### config.mk
export PLATFORM = sky130hd
export DESIGN_NAME = crg_reset_seq
export DESIGN_NICKNAME = d
export VERILOG_FILES = /design/src/rtl/crg_pkg.sv /design/src/rtl/sync_bit.sv /design/src/rtl/crg_reset_seq.sv
export SDC_FILE = /design/constraint.sdc
export NUM_CORES = 1
export LEC_CHECK = 0
export CORE_MARGIN = 10
export CORE_UTILIZATION = 55
export CTS_BUF_LIST = sky130_fd_sc_hd__clkbuf_8 sky130_fd_sc_hd__clkbuf_16
export CTS_CLUSTER_SIZE = 28
export DETAILED_ROUTE_END_ITERATION = 8
export PLACE_DENSITY = 0.77
export SLEW_MARGIN = 5
export SYNTH_ARGS = -nofsm -noshare
export SYNTH_HDL_FRONTEND = slang
export SYNTH_SLANG_ARGS = --single-unit
### constraint.sdc
create_clock -name clk -period 2.45 [get_ports clk]
set_input_delay 0.6125 -clock clk [delete_from_list [all_inputs] [get_ports clk]]
set_output_delay 0.6125 -clock clk [all_outputs]
set_load 0.02 [all_outputs]
### src/rtl/crg_pkg.sv
// Shared definitions for the clock/reset generation layer: sequencer state
// encoding and the width of the shared phase counter.
package crg_pkg;

  typedef enum logic [2:0] {
    WAIT_LOCK = 3'd0,
    HOLD      = 3'd1,
    RELEASE   = 3'd2,
    RUN       = 3'd3
  } seq_state_e;

  localparam int LOSS_CNT_W = 8;

  // Bits needed to hold (max phase length - 1); never narrower than one bit.
  function automatic int cnt_width(input int hold_cycles, input int stagger_cycles,
                                   input int lock_filter);
    int m;
    m = hold_cycles;
    if (stagger_cycles > m) m = stagger_cycles;
    if (lock_filter > m) m = lock_filter;
    return (m < 2) ? 1 : $clog2(m);
  endfunction

endpackage

### src/rtl/sync_bit.sv
// Two-stage synchroniser for a single asynchronous level, cleared by the
// asynchronous reset so a stale sample never survives a reset.
module sync_bit (
  input  logic clk,
  input  logic rst,
  input  logic d,
  output logic q
);

  logic meta;

  always_ff @(posedge clk or posedge rst) begin
    if (rst) begin
      meta <= 1'b0;
      q    <= 1'b0;
    end else begin
      meta <= d;
      q    <= meta;
    end
  end

endmodule

### src/rtl/crg_reset_seq.sv
// Reset sequencer: qualifies PLL lock, holds all domains in reset, then
// releases them one by one with a fixed stagger. Counts lock-loss events.
module crg_reset_seq
  import crg_pkg::*;
#(
  parameter int NUM_DOMAINS    = 4,
  parameter int LOCK_FILTER    = 8,
  parameter int HOLD_CYCLES    = 1024,
  parameter int STAGGER_CYCLES = 16
) (
  input  logic                   clk,
  input  logic                   reset,
  input  logic                   pll_locked,
  input  logic                   soft_reset,
  output logic [NUM_DOMAINS-1:0] rst_out,
  output logic                   all_ready,
  output logic                   lock_lost,
  output logic [LOSS_CNT_W-1:0]  lock_loss_cnt,
  output logic [2:0]             seq_state
);

  localparam int CW = cnt_width(HOLD_CYCLES, STAGGER_CYCLES, LOCK_FILTER);
  localparam int IW = (NUM_DOMAINS > 1) ? $clog2(NUM_DOMAINS) : 1;

  // The shared down-counter is loaded with (phase length - 1) and the phase
  // ends on the edge that sees it at zero.
  localparam logic [CW-1:0] FILTER_LOAD  = CW'(LOCK_FILTER - 1);
  localparam logic [CW-1:0] HOLD_LOAD    = CW'(HOLD_CYCLES - 1);
  localparam logic [CW-1:0] STAGGER_LOAD = CW'(STAGGER_CYCLES - 1);
  localparam logic [IW-1:0] LAST_IDX     = IW'(NUM_DOMAINS - 1);

  seq_state_e    state;
  logic [CW-1:0] cnt;
  logic [IW-1:0] idx;
  logic          lock_s;
  logic          cnt_done;
  logic          loss;

  sync_bit u_lock_sync (
    .clk (clk),
    .rst (reset),
    .d   (pll_locked),
    .q   (lock_s)
  );

  assign cnt_done  = (cnt == '0);
  assign loss      = (state != WAIT_LOCK) && !lock_s;
  assign seq_state = state;

  // NOTE: every register here is updated with <= so all branches see the
  // pre-edge values of state, cnt and idx regardless of statement order.
  always_ff @(posedge clk or posedge reset) begin
    if (reset) begin
      state         <= WAIT_LOCK;
      cnt           <= '0;
      idx           <= '0;
      rst_out       <= '1;
      all_ready     <= 1'b0;
      lock_lost     <= 1'b0;
      lock_loss_cnt <= '0;
    end else begin
      lock_lost <= 1'b0;
      if (loss) begin
        // Lock loss takes priority over a simultaneous soft reset.
        state     <= WAIT_LOCK;
        cnt       <= FILTER_LOAD;
        idx       <= '0;
        rst_out   <= '1;
        all_ready <= 1'b0;
        lock_lost <= 1'b1;
        if (lock_loss_cnt != '1) lock_loss_cnt <= lock_loss_cnt + 1'b1;
      end else if (soft_reset && (state != WAIT_LOCK)) begin
        state     <= HOLD;
        cnt       <= HOLD_LOAD;
        idx       <= '0;
        rst_out   <= '1;
        all_ready <= 1'b0;
      end else begin
        case (state)
          WAIT_LOCK: begin
            if (!lock_s) begin
              cnt <= FILTER_LOAD;
            end else if (cnt_done) begin
              state <= HOLD;
              cnt   <= HOLD_LOAD;
            end else begin
              cnt <= cnt - 1'b1;
            end
          end
          HOLD: begin
            if (cnt_done) begin
              state   <= RELEASE;
              cnt     <= STAGGER_LOAD;
              idx     <= '0;
              rst_out <= rst_out << 1;
            end else begin
              cnt <= cnt - 1'b1;
            end
          end
          RELEASE: begin
            if (cnt_done) begin
              cnt <= STAGGER_LOAD;
              // Shifting a zero in releases the next domain and can never
              // re-assert one that is already released.
              if (idx != LAST_IDX) begin
                idx     <= idx + 1'b1;
                rst_out <= rst_out << 1;
              end else begin
                state     <= RUN;
                all_ready <= 1'b1;
              end
            end else begin
              cnt <= cnt - 1'b1;
            end
          end
          RUN: begin
            rst_out <= '0;
          end
          default: begin
            state <= WAIT_LOCK;
            cnt   <= FILTER_LOAD;
          end
        endcase
      end
    end
  end

endmodule

## Word level (Yosys, flattened, before mapping)

Cells that the tools add are included.

- Word-level logic and storage cells: 73
- Flip-flop bits (word level): 31
- Input bits: 4

- Multiplexer cells: 32
- Reduce and logical (&&, ||, !) cells: 16
- $add $sub $neg: 3
- Equality and inequality tests: 13

Operators with widths:

| cell | count |
|---|---|
| 2-to-1 mux 10 bit | 5 |
| case mux 10 bit (3 select lines) | 1 |
| 2-to-1 mux 3 bit | 7 |
| 2-to-1 mux 4 bit | 5 |
| inequality test 4 bit (second input constant) | 5 |
| case mux 3 bit (4 select lines) | 1 |
| case mux 4 bit (3 select lines) | 1 |
| zero test 10 bit | 1 |
| 2-to-1 mux 2 bit | 5 |
| subtractor 10 x 1 -> 10 bit (second input constant) | 1 |
| nonzero test 3 bit | 3 |
| adder 8 x 1 -> 8 bit (second input constant) | 1 |
| inequality test 8 bit (second input constant) | 1 |
| AND reduction 4 bit | 2 |
| == test 3 x 2 -> 1 bit (second input constant) | 2 |
| 2-to-1 mux 1 bit | 6 |
| inequality test 3 bit (second input constant) | 2 |
| AND reduction 6 bit | 1 |
| nonzero test 5 bit | 1 |
| inequality test 4 x 3 -> 1 bit (second input constant) | 1 |
| case mux 2 bit (2 select lines) | 1 |
| nonzero test 4 bit | 1 |
| == test 3 x 1 -> 1 bit (second input constant) | 1 |
| zero test 3 bit | 1 |
| other kinds (7) | 8 |

## Logic depth before layout (Yosys ltp)

- Word-level depth: 6
- Mapped depth: 8
- Mapped depth without buffers: 6

## Cells and area by module

A second synthesis with hierarchy kept.

- Cell total of the unflattened synthesis: 181
- Area total of the unflattened synthesis: 1769.2 µm²

Modules (own cells, without submodules):

| module | sequential area each (µm²) | instances | cells each | area an instance (µm²) |
|---|---|---|---|---|
| crg_reset_seq | 705.7 | 1 | 178 | 1715.4 |
| sync_bit | 50.0 | 1 | 3 | 53.8 |

## Worst setup path before layout

No wires, ideal clock.

- Path type: register to register
- Start point: register cnt[0]
- End point: register idx[1]
- Library setup time: 0.122 ns
- Data arrival time: 2.124 ns
- Path buffers: 1
- Setup slack: 0.205 ns
- Cell stages (with the launch flop): 8
- Period minus slack after synthesis: 2.245 ns
- Cells stage by stage: dfrtp_1 inv_1 ha_1 or4b_1 clkbuf_1 or4_4 a21bo_1 a32o_1

- Longest elaborated chain between the ends: 3
- Elaborated cells between the ends (all ways): 4
- Those cells by class: eq/ne: 2; reduce/logical: 2

RTL lines:

| item | line | RTL |
|---|---|---|
| start, declared | crg_reset_seq.sv:33 | `logic [CW-1:0] cnt;` |
| start signal, assigned | crg_reset_seq.sv:87 | `cnt <= cnt - 1'b1;` |
| start signal, assigned | crg_reset_seq.sv:97 | `cnt <= cnt - 1'b1;` |
| start signal, assigned | crg_reset_seq.sv:113 | `cnt <= cnt - 1'b1;` |
| zero test 10 bit * | crg_reset_seq.sv:46 | `assign cnt_done = (cnt == '0);` |
| inequality test 4 bit (no source line) | -- |  |
| AND reduction 4 bit (no source line) * | -- |  |
| end signal, assigned | crg_reset_seq.sv:106 | `idx <= idx + 1'b1;` |
| end, declared | crg_reset_seq.sv:34 | `logic [IW-1:0] idx;` |

Mark *: on every way between the ends. The rest lies on a longest branch, timed or not.
A chain may end at the register's enable or synchronous reset.

## Worst setup path in the final report

Ends and elaborated chain as after synthesis.

==> results.ini <==
[clock_tree]
root_buffer=clkbuf_8
clk_latency_ns=0.29
cts_tree=built
clock-sinks=30
clk_path_buf_depth=2
htree_levels=2
numCtsBuffers=5
clkTransAtPathRegs_ns=0.06

[run_status]
outcome=finished clean

[global_routing]
grt_max_degree=31
grt_pass1_vias=1480
grt_pass1_wl_um=7310
antenna_found_initial=0
use_met3_pct=5.53
grt-busiest-layer=met2
grt_use_met1_pct=19.0
grt_use_met2_pct=21.6
grt_overflow_total=0
grt_util_all_layers_pct=14.7

[synthesis]
synth.avg_cell_area_um2=9.47
netlist_instances=191
ys.flop_type=dfrtp_1
syn_nets=203
synthArstFlopShare_pct=100
yosysWarningCount=0
ys_seq_area_share_pct=41.8
synth_edf_count=0
synth_area_um2=1810
ys_ff_latch=30
yosysUniqueCellTypes=56

[drt]
wire_per_inst_um=15.8
drc=0
via_count=1526
drt.antenna.violating_nets=0
via_per_inst=5.91
drtPass1Iterations=4
drt-initial-drc-count=160
wl_um=4080

[layout]
fillers=274
drive_above_1_share_pct=13.1
synthToLayoutAreaGrowth_pct=18.6
final_cell_mix=dfrtp_1 (26), clkdlybuf4s50_1 (19), nor2_1 (17), inv_1 (17), nand2_1 (11)
num_antenna_cells=0
layout.nets=225
fin_cells=258
multi_input_area_um2=947
final_common_cell=dfrtp_1
seq_area_um2=756

[pwr]
ir_worst_vdd_mv=0.792
p_leak_nw=0.963
power.density_nw_per_um2=1300
total_power_mw=2.79

[timing]
rsz0062_at_grt=false
clock_skew_ns=0.00717
setup_tns_ns=0
fmax_mhz=436
timing.final.crit_share_pct=93.7
slew_violations=0
max_slew.worst_pin.slew_ns=0.655
fin_ws_ns=0.155
period_needed_ns=2.30
setup_viol=0
hold_viol_final=0
relSlewSlack_pct=56.0

[critical_path]
path_class=reg -> reg
cp.arrival_ns=2.47
critPathCaptureType=flop
critPathRequiredTime_ns=2.63
crit_path_max_fanout=9
startpoint_type=flop

[placement]
hpwl_um=2990
place_ws_ns=0.0766
portBuffers=19
gp_congestion=0.840
dp.cells=250

[die]
rows=20
initial_core_util_pct=58.3
die_w_um=77.3
dieArea_um2=5980
die_y_um=77.3
core_um2=3100
num_io_pins=21

[worst_hold_path]
hold_class=reg -> reg

[job]
drv_cap=0

[power by group]
part	internal (mW)	switching (mW)	total [mW]
clock network	0.222	0.189	0.411
registers	0.688	0.184	0.872
logic	0.677	0.833	1.51
[routing by layer]
metal | vias up | wire, µm | part of all wire [%]
met5 | - | 0 | 0
met3 | 9 | 299 | 7.3
met1 | 735 | 1800 | 44
met4 | 0 | 75 | 1.8
li1 | 733 | - | -
met2 | 49 | 1910 | 47
[logic make-up after synthesis]
kind of cell / after synthesis / share of synthesized area [%]
other cells: 1 / 0.207
simple gates: 60 / 17.8
compound gates: 53 / 22.1
flops: 30 / 41.8
mux: 3 / 1.73
buf+inv: 26 / 6.02
xor+xnor: 10 / 4.84
fa+ha+maj: 8 / 5.54
[Yosys cell counts (2+ instances only)]
cell type / n / area (µm²)
a21o_1: 2 / 15.0
a21oi_1: 8 / 40.0
a221oi_1: 3 / 26.3
a22oi_1: 6 / 45.0
a32o_1: 3 / 30.0
clkbuf_1: 8 / 30.0
dfrtp_1: 26 / 651
dfstp_2: 4 / 105
ha_1: 8 / 100
inv_1: 16 / 60.1
mux2i_1: 2 / 20.0
nand2_1: 11 / 41.3
nand2b_1: 3 / 18.8
nand3_1: 6 / 30.0
nand4_1: 2 / 12.5
nor2_1: 17 / 63.8
nor2b_1: 5 / 31.3
nor3_1: 3 / 15.0
nor4_1: 2 / 12.5
nor4b_1: 2 / 17.5
o211ai_1: 2 / 15.0
o21ai_0: 7 / 35.0
o31ai_1: 2 / 15.0
or2_2: 2 / 12.5
or4_4: 2 / 22.5
xnor2_1: 2 / 17.5
xor2_1: 8 / 70.1
[stage by stage]
stage	util [%]	hold WS (ns)	cell area (µm²)
after floorplan	-	0.331	1810
final	69.1	0.351	2140
after detailed placement	66.0	0.343	2050
after CTS	69.0	0.356	2140
after global placement	66.0	0.333	2050
after global routing	69.1	0.367	2140
[registers in the layout, indices dropped and copies added, names as in the netlist]
signal,flops
u_lock_sync.q,1
seq_state,2
cnt,10
lock_loss_cnt,8
lock_lost,1
u_lock_sync.meta,1
idx,2
all_ready,1
rst_out,4
[path summary, 6_finish.rpt]
path | cells after the start | slack (ns) | end | startpoint
max | 6 | 0.15 | idx[1]$_DFFE_PP0P_ | cnt[0]$_DFFE_PP0N_
max in group asynchronous | 3 | 1.43 | rst_out[2]$_DFFE_PP1P_ | reset
max reg2reg | 6 | 0.15 | idx[1]$_DFFE_PP0P_ | cnt[0]$_DFFE_PP0N_
min | 0 | 0.35 | u_lock_sync.q$_DFF_PP0_ | u_lock_sync.meta$_DFF_PP0_
min in group asynchronous | 3 | 0.70 | lock_loss_cnt[2]$_DFFE_PP0P_ | reset
min reg2reg | 0 | 0.35 | u_lock_sync.q$_DFF_PP0_ | u_lock_sync.meta$_DFF_PP0_
[critical path: stages (launching register included)]
cell     delay (ns)
dfrtp_1        0.40
inv_1          0.07
ha_1           0.23
or4b_4         0.55
or4_4          0.47
a21bo_1        0.21
a32o_1         0.25
[cell type report]
class / instances / share of cell area (%)
clock buffer: 6 / 3.85
clock inverter: 2 / 0.408
inverter: 16 / 2.80
multi-input combinational: 135 / 44.2
sequential: 30 / 35.2
tap: 44 / 2.57
timing repair buffer: 25 / 11.0
[what timing repair did]
item / 4_1_cts / 5_1_grt
endpoints found under the setup margin: 0 / 5
gates resized for setup: 0 / 1
endpoints found under the hold margin: 0 / 0
hold buffers: 0 / 0
buffers inserted: 0 / 0
Note: power is estimated with default switching activity, not from simulation.
